### config.mk
export PLATFORM = sky130hd
export DESIGN_NAME = alu_issue_stage_flat
export DESIGN_NICKNAME = d
export VERILOG_FILES = /design/src/rtl/alu_pkg.sv /design/src/rtl/alu_issue_stage_if.sv /design/src/rtl/alu_cmd_fifo.sv /design/src/rtl/alu_issue_stage.sv /design/src/flat_wrapper.sv
export SDC_FILE = /design/constraint.sdc
export NUM_CORES = 1
export LEC_CHECK = 0
export ABC_AREA = 1
export ABC_CLOCK_PERIOD_IN_PS = 6750
export BUFFER_PORTS_ARGS = -buffer_cell sky130_fd_sc_hd__buf_2
export CORE_MARGIN = 3
export CORE_UTILIZATION = 50
export CTS_BUF_LIST = sky130_fd_sc_hd__clkbuf_4
export DETAILED_ROUTE_END_ITERATION = 6
export GPL_TIMING_DRIVEN = 0
export PLACE_DENSITY = 0.71
export SYNTH_ARGS = -nofsm -noshare
export SYNTH_HDL_FRONTEND = slang
export SYNTH_SLANG_ARGS = --single-unit
### constraint.sdc
create_clock -name clk -period 6.75 [get_ports clk]
set_clock_uncertainty 0.15 [all_clocks]
set_input_delay 0.3375 -clock clk [delete_from_list [all_inputs] [get_ports clk]]
set_output_delay 0.3375 -clock clk [all_outputs]
set_load 0.02 [all_outputs]
### src/rtl/alu_pkg.sv
// Shared widths, opcode encodings and FSM state type for the ALU issue stage.
package alu_pkg;

  localparam int DATA_W_DEF = 32;
  localparam int SEL_W_DEF  = 4;

  // Opcodes are forwarded untouched; the ALU defines what each one does.
  localparam logic [SEL_W_DEF-1:0] SEL_OP1 = 4'd1;
  localparam logic [SEL_W_DEF-1:0] SEL_OP2 = 4'd2;
  localparam logic [SEL_W_DEF-1:0] SEL_OP3 = 4'd3;
  localparam logic [SEL_W_DEF-1:0] SEL_OP4 = 4'd4;
  localparam logic [SEL_W_DEF-1:0] SEL_OP5 = 4'd5;
  localparam logic [SEL_W_DEF-1:0] SEL_OP6 = 4'd6;
  localparam logic [SEL_W_DEF-1:0] SEL_OP7 = 4'd7;
  localparam logic [SEL_W_DEF-1:0] SEL_OP8 = 4'd8;

  typedef enum logic [1:0] {
    ST_IDLE = 2'd0,
    ST_WAIT = 2'd1,
    ST_RESP = 2'd2
  } state_t;

endpackage

### src/rtl/alu_issue_stage_if.sv
// Command, ALU-drive and response signals of the issue stage, bundled as one interface.
interface alu_issue_if #(
  parameter int DATA_W = alu_pkg::DATA_W_DEF,
  parameter int SEL_W  = alu_pkg::SEL_W_DEF
);
  logic              cmd_valid;
  logic              cmd_ready;
  logic [DATA_W-1:0] cmd_a;
  logic [DATA_W-1:0] cmd_b;
  logic [SEL_W-1:0]  cmd_sel;
  logic [DATA_W-1:0] alu_a;
  logic [DATA_W-1:0] alu_b;
  logic [SEL_W-1:0]  alu_sel;
  logic [DATA_W-1:0] alu_out;
  logic              rsp_valid;
  logic              rsp_ready;
  logic [DATA_W-1:0] rsp_data;
  logic [SEL_W-1:0]  rsp_sel;

  modport slave (
    input  cmd_valid, cmd_a, cmd_b, cmd_sel, alu_out, rsp_ready,
    output cmd_ready, alu_a, alu_b, alu_sel, rsp_valid, rsp_data, rsp_sel
  );

  modport master (
    output cmd_valid, cmd_a, cmd_b, cmd_sel, alu_out, rsp_ready,
    input  cmd_ready, alu_a, alu_b, alu_sel, rsp_valid, rsp_data, rsp_sel
  );
endinterface

### src/rtl/alu_cmd_fifo.sv
// Registered command FIFO; the extra count bit separates full from empty.
module alu_cmd_fifo #(
  parameter int W     = 68,
  parameter int DEPTH = 4
) (
  input  logic         clk,
  input  logic         rst_n,
  input  logic         push,
  input  logic         pop,
  input  logic [W-1:0] din,
  output logic [W-1:0] dout,
  output logic         full,
  output logic         empty
);
  localparam int AW = $clog2(DEPTH);

  logic [W-1:0]  mem [DEPTH];
  logic [AW-1:0] wr_ptr;
  logic [AW-1:0] rd_ptr;
  logic [AW:0]   count;
  logic          push_ok;
  logic          pop_ok;

  assign full    = (count == (AW+1)'(DEPTH));
  assign empty   = (count == '0);
  assign push_ok = push && !full;
  assign pop_ok  = pop && !empty;
  assign dout    = mem[rd_ptr];

  // Storage needs no reset: pointers and count alone decide what is valid.
  always_ff @(posedge clk) begin
    if (push_ok) mem[wr_ptr] <= din;
  end

  always_ff @(posedge clk or negedge rst_n) begin
    if (!rst_n) begin
      wr_ptr <= '0;
      rd_ptr <= '0;
      count  <= '0;
    end else begin
      if (push_ok) wr_ptr <= wr_ptr + AW'(1);
      if (pop_ok)  rd_ptr <= rd_ptr + AW'(1);
      if (push_ok && !pop_ok)      count <= count + (AW+1)'(1);
      else if (pop_ok && !push_ok) count <= count - (AW+1)'(1);
    end
  end
endmodule

### src/rtl/alu_issue_stage.sv
// Issue stage: buffers commands, drives one at a time into the ALU and
// returns each captured result over a valid/ready response port.
module alu_issue_stage
  import alu_pkg::*;
#(
  parameter int DATA_W  = DATA_W_DEF,
  parameter int SEL_W   = SEL_W_DEF,
  parameter int DEPTH   = 4,
  parameter int ALU_LAT = 1
) (
  input logic        clk,
  input logic        rst_n,
  alu_issue_if.slave bus
);
  localparam int FW    = 2*DATA_W + SEL_W;
  localparam int CNT_W = (ALU_LAT > 0) ? $clog2(ALU_LAT+1) : 1;

  state_t            state, state_nx;
  logic [CNT_W-1:0]  cnt;
  logic              issue, capture, cnt_dec, xfer;
  logic [FW-1:0]     fifo_dout;
  logic              fifo_full, fifo_empty;
  logic [DATA_W-1:0] alu_a_q, alu_b_q, rsp_data_q;
  logic [SEL_W-1:0]  alu_sel_q, rsp_sel_q;
  logic              rsp_valid_q;

  alu_cmd_fifo #(.W(FW), .DEPTH(DEPTH)) u_fifo (
    .clk   (clk),
    .rst_n (rst_n),
    .push  (bus.cmd_valid),
    .pop   (issue),
    .din   ({bus.cmd_a, bus.cmd_b, bus.cmd_sel}),
    .dout  (fifo_dout),
    .full  (fifo_full),
    .empty (fifo_empty)
  );

  assign bus.cmd_ready = !fifo_full;
  assign bus.alu_a     = alu_a_q;
  assign bus.alu_b     = alu_b_q;
  assign bus.alu_sel   = alu_sel_q;
  assign bus.rsp_valid = rsp_valid_q;
  assign bus.rsp_data  = rsp_data_q;
  assign bus.rsp_sel   = rsp_sel_q;

  always_ff @(posedge clk or negedge rst_n) begin
    if (!rst_n) state <= ST_IDLE;
    else        state <= state_nx;
  end

  always_comb begin
    state_nx = state;
    issue    = 1'b0;
    capture  = 1'b0;
    cnt_dec  = 1'b0;
    xfer     = 1'b0;
    case (state)
      ST_IDLE: begin
        if (!fifo_empty) begin
          issue    = 1'b1;
          state_nx = ST_WAIT;
        end
      end
      ST_WAIT: begin
        if (cnt == '0) begin
          capture  = 1'b1;
          state_nx = ST_RESP;
        end else begin
          cnt_dec  = 1'b1;
        end
      end
      ST_RESP: begin
        if (bus.rsp_ready) begin
          xfer = 1'b1;
          if (!fifo_empty) begin
            issue    = 1'b1;
            state_nx = ST_WAIT;
          end else begin
            state_nx = ST_IDLE;
          end
        end
      end
      default: state_nx = ST_IDLE;
    endcase
  end

  // ALU inputs move only on an issue edge and otherwise hold.
  always_ff @(posedge clk or negedge rst_n) begin
    if (!rst_n) begin
      alu_a_q   <= '0;
      alu_b_q   <= '0;
      alu_sel_q <= '0;
      cnt       <= '0;
    end else if (issue) begin
      {alu_a_q, alu_b_q, alu_sel_q} <= fifo_dout;
      cnt <= CNT_W'(ALU_LAT);
    end else if (cnt_dec) begin
      cnt <= cnt - CNT_W'(1);
    end
  end

  // Every accepted response clears valid; back-to-back issue re-raises it after the ALU latency.
  always_ff @(posedge clk or negedge rst_n) begin
    if (!rst_n) begin
      rsp_valid_q <= 1'b0;
      rsp_data_q  <= '0;
      rsp_sel_q   <= '0;
    end else if (capture) begin
      rsp_valid_q <= 1'b1;
      rsp_data_q  <= bus.alu_out;
      rsp_sel_q   <= alu_sel_q;
    end else if (xfer) begin
      rsp_valid_q <= 1'b0;
    end
  end
endmodule

### src/flat_wrapper.sv
// flat-port wrapper written by rule: the top's interface ports become plain ports
module alu_issue_stage_flat import alu_pkg::*;
#(
  parameter int DATA_W  = DATA_W_DEF,
  parameter int SEL_W   = SEL_W_DEF,
  parameter int DEPTH   = 4,
  parameter int ALU_LAT = 1
)
  (clk, rst_n, bus_cmd_valid, bus_cmd_a, bus_cmd_b, bus_cmd_sel, bus_alu_out, bus_rsp_ready, bus_cmd_ready, bus_alu_a, bus_alu_b, bus_alu_sel, bus_rsp_valid, bus_rsp_data, bus_rsp_sel);
  alu_issue_if #(.DATA_W(DATA_W), .SEL_W(SEL_W)) bus_i ();
  input logic clk;
  input logic rst_n;
  input wire logic [$bits(bus_i.cmd_valid)-1:0] bus_cmd_valid;
  input wire logic [$bits(bus_i.cmd_a)-1:0] bus_cmd_a;
  input wire logic [$bits(bus_i.cmd_b)-1:0] bus_cmd_b;
  input wire logic [$bits(bus_i.cmd_sel)-1:0] bus_cmd_sel;
  input wire logic [$bits(bus_i.alu_out)-1:0] bus_alu_out;
  input wire logic [$bits(bus_i.rsp_ready)-1:0] bus_rsp_ready;
  output wire logic [$bits(bus_i.cmd_ready)-1:0] bus_cmd_ready;
  output wire logic [$bits(bus_i.alu_a)-1:0] bus_alu_a;
  output wire logic [$bits(bus_i.alu_b)-1:0] bus_alu_b;
  output wire logic [$bits(bus_i.alu_sel)-1:0] bus_alu_sel;
  output wire logic [$bits(bus_i.rsp_valid)-1:0] bus_rsp_valid;
  output wire logic [$bits(bus_i.rsp_data)-1:0] bus_rsp_data;
  output wire logic [$bits(bus_i.rsp_sel)-1:0] bus_rsp_sel;
  assign bus_i.cmd_valid = bus_cmd_valid;
  assign bus_i.cmd_a = bus_cmd_a;
  assign bus_i.cmd_b = bus_cmd_b;
  assign bus_i.cmd_sel = bus_cmd_sel;
  assign bus_i.alu_out = bus_alu_out;
  assign bus_i.rsp_ready = bus_rsp_ready;
  assign bus_cmd_ready = bus_i.cmd_ready;
  assign bus_alu_a = bus_i.alu_a;
  assign bus_alu_b = bus_i.alu_b;
  assign bus_alu_sel = bus_i.alu_sel;
  assign bus_rsp_valid = bus_i.rsp_valid;
  assign bus_rsp_data = bus_i.rsp_data;
  assign bus_rsp_sel = bus_i.rsp_sel;
  alu_issue_stage #(.DATA_W(DATA_W), .SEL_W(SEL_W), .DEPTH(DEPTH), .ALU_LAT(ALU_LAT)) u_core (.clk(clk), .rst_n(rst_n), .bus(bus_i));
endmodule
==> summary.md <==
| Metric | Value |
|---|---|
| Quantity of gates resized following cts | `0` |
| Fraction of final layout cells sized beyond drive strength 1 | `21.6%` |
| Number of violations reported at the end of detailed-routing iteration 0 | `699` |
| Detailed Routing Iterations Pass 1 | `5` |
| Final hold vios | `0` |
| Util after Layout | `64.9%` |
| Root buffer cell | `clkbuf_4` |
| Initial core utilization | `51.4%` |
| Most frequent CP cell | `inv_1` |
| Syn Area/Cell | `10.1 sq um` |
| Final clock period utilization by the worst path | `41.0%` |
| Detailed placer's ending HPWL | `24.4 mm` |
| Clock slew at the register clock pins of the worst setup and hold paths | `70 ps` |
| Row Count | `64` |
| Final-layout fill cell count | `2,380` |
| Clock tree from TritonCTS | `done` |
| Total nets after synthesis | `1,692` |
| Yosys Warn Count | `0` |
| Power per standard cell area | `451 mW/mm^2` |
| Number of antenna violations at the first check in global routing | `4` |
| Total Nets Final | `2,113` |
| Kind of end point of the critical path | `register` |
| Via count of the first global-routing pass | `12,000` |
| Combined area of all synthesized cells | `0.0159 sq mm` |
| Critical path arrival | `3230 ps` |
| Final antenna-violating net count | `0` |
| Max-capacitance violation count | `0` |
| Setup repair after global routing missed its margin | `no` |
| WL final | `38.9 mm` |
| Final global-route overflow total | `0` |
| Num Clock Sinks | `387` |
| Core ar. | `0.0310 sq mm` |
| Clock Tree Buf Depth | `3` |
| Critical Path Slowest Stage Cell | `nand2_1` |
| Post-detailed-route DRC marker count | `0` |
| Gate count of the mapped netlist | `1,582` |
| Horizontal extent of the die | `185 microns` |
| I/O Buffers | `209` |
| Total clock buffers created by CTS | `95` |
| Worst setup timing slack at the placement stage | `4010 ps` |
| First-pass GRT wire length | `61.1 mm` |
| Worst Hold Class | `input pin to register` |
| Placer congestion estimate | `0.772` |
| Number of ports placed on the die boundary | `210` |
| Worst-path cell chain | `inv_1 > nand3_1 > nand2_1 > buf_2 > ha_1 > inv_1 > fa_1 > inv_1 > nand2_1 > nand3_1 > xor2_1` |
| Die outline height | `185 microns` |
| Number of register bits inferred by synthesis | `387` |
| Final number of max-transition violations | `0` |
| Remaining max-slew budget at the tightest pin | `34.4%` |
| Average wire length per cell after detail routing | `15.7 microns` |
| Number of H-tree levels | `3` |
| Kind of critical path | `register to register` |
| Largest fanout on the critical path | `10` |
| Minimum period implied by the final worst setup slack | `2770 ps` |
| Peak ir drop on the vdd network | `0.235 mV` |
| Clk_lat worst skew | `720 ps` |
| Vias per Instance | `4.79` |
| Stage delay of the slowest cell on the critical path | `440 ps` |
| Area growth, synth to finish | `26.2%` |
| Area used by multi-input combinational logic | `0.00346 sq mm` |
| Pin count of the biggest net entering global routing | `79` |
| Crit path required time | `7210 ps` |
| Leakage power | `10.1 nW` |
| Actual transition at the worst max-transition pin | `981 ps` |
| Final setup vio count | `0` |
| Gr usage total | `22.9%` |
| Unique masters post-synth | `21` |
| Category of the worst setup path launch point | `register` |
| Sequential share of the synthesized area | `69.3%` |
| Number of vias in the routed layout | `11,900` |
| Combined flip-flop and latch cell area | `0.0110 sq mm` |
| Die area | `0.0341 sq mm` |
| Upper clock frequency limit | `0.361 GHz` |
| Post-route setup slack | `3980 ps` |
| Run status | `complete, no violations` |
## power by group
part	switching, mW	leakage, nW	internal [mW]
registers	0.261	3.90	3.26
clock network	0.929	0.763	1.04
logic	2.47	5.39	1.11
## flip-flops by register name, summed over array words and instances (netlist names)
signal / flops
u_core.u_fifo.count: 3
u_core.bus.alu_sel: 4
u_core.u_fifo.mem: 272
u_core.bus.rsp_sel: 4
u_core.bus.alu_a: 32
u_core.bus.rsp_valid: 1
u_core.bus.rsp_data: 32
u_core.u_fifo.wr_ptr: 2
u_core.cnt: 1
u_core.u_fifo.rd_ptr: 2
u_core.bus.alu_b: 32
u_core.state: 2
## per-stage QoR
stage          power [mW]  TNS (ps)  instance area [sq um]  instances  hold slack [ps]
2_1_floorplan        5.81         0                  15900       1582             -108
3_3_place_gp         6.95     -4570                  17500       2187              298
3_5_place_dp         7.09         0                  17800       2198              137
4_1_cts              9.12         0                  20100       2480             53.5
5_1_grt              9.74         0                  20100       2483              138
6_report             9.07         0                  20100       2483              121
## metal layers
| metal | global-route usage, % | wire, microns |
|---|---|---|
| met5 | 0 | 7 |
| met4 | 8.71 | 913 |
| met3 | 4.48 | 2890 |
| met2 | 39.4 | 18900 |
| met1 | 29.0 | 16100 |
## cells in the final DEF (no fill, tap or decap), types with 5 or more instances in the layout
master         netlist  layout
nand2_1            633     633
inv_1              289     289
edfxtp_1           272     272
buf_2               52     260
nand3_1            175     175
clkbuf_4             0     146
dfrtp_1            115     115
dlygate4sd3_1        0     103
clkinv_1             0      18
clkbuf_1            11      11
buf_4                7       7
clkinv_2             0       7
inv_2                4       6
buf_12               0       6
buf_16               0       6
ha_1                 5       5
## critical path, delay by kind of cell (launching register included)
family                   cells  cell delay (ps)
adder cells (fa/ha/maj)      2              670
buffers and inverters        4              650
XOR/XNOR                     1              150
flip-flops                   1              390
AND/OR/NAND/NOR              4              680
## worst paths after layout
check,cells past startpoint,startpoint,slack (ps),endpoint
min in group asynchronous,4,rst_n,560,u_core.bus.alu_a[2]$_DFFE_PN0P_
max,11,u_core.u_fifo.count[1]$_DFFE_PN0P_,3980,u_core.u_fifo.count[2]$_DFFE_PN0P_
min reg2reg,2,u_core.bus.rsp_data[14]$_DFFE_PN0P_,320,u_core.bus.rsp_data[14]$_DFFE_PN0P_
max reg2reg,11,u_core.u_fifo.count[1]$_DFFE_PN0P_,3980,u_core.u_fifo.count[2]$_DFFE_PN0P_
max in group asynchronous,4,rst_n,5480,u_core.cnt$_DFFE_PN0P_
min,4,bus_cmd_valid,120,u_core.u_fifo.wr_ptr[1]$_DFFE_PN0P_
## cells by family after synthesis
logic type	count (synthesis)	share of synthesized area, %
AOI/OAI and AO/OA	6	0.204
buffers and inverters	364	9.15
DFF	387	69.3
adders and majority gates	6	0.518
xor gates and xnor gates	4	0.220
and+or+nand+nor	815	20.6
## final cells by class
type	instances	area share, %
Antenna cell	3	0.0373
Timing Repair Buffer	324	11.8
Tap cell	396	2.46
Clock inverter	32	0.865
Sequential cell	387	54.9
Inverter	293	5.47
Multi-Input combinational cell	831	17.2
Buffer	71	1.78
Clock buffer	146	5.45
## Yosys cell counts (all sizes together)
master,number,share of area [%]
nor2,6,0.17
buf,60,2.0
clkbuf,11,0.26
o21ai,3,0.094
a21oi,2,0.063
dfrtp,115,18
o31ai,1,0.047
ha,5,0.39
xnor2,1,0.055
nand3,175,5.5
nand2,633,15
xor2,3,0.16
edfxtp,272,51
nor3,1,0.031
inv,293,6.9
fa,1,0.13
## repair_timing
action,4_1_cts,5_1_grt
hold endpoints to repair,421,0
setup buffers,0,0
setup endpoints to repair,0,0
hold buffers,104,0
Power figures use the tool's default switching activity.
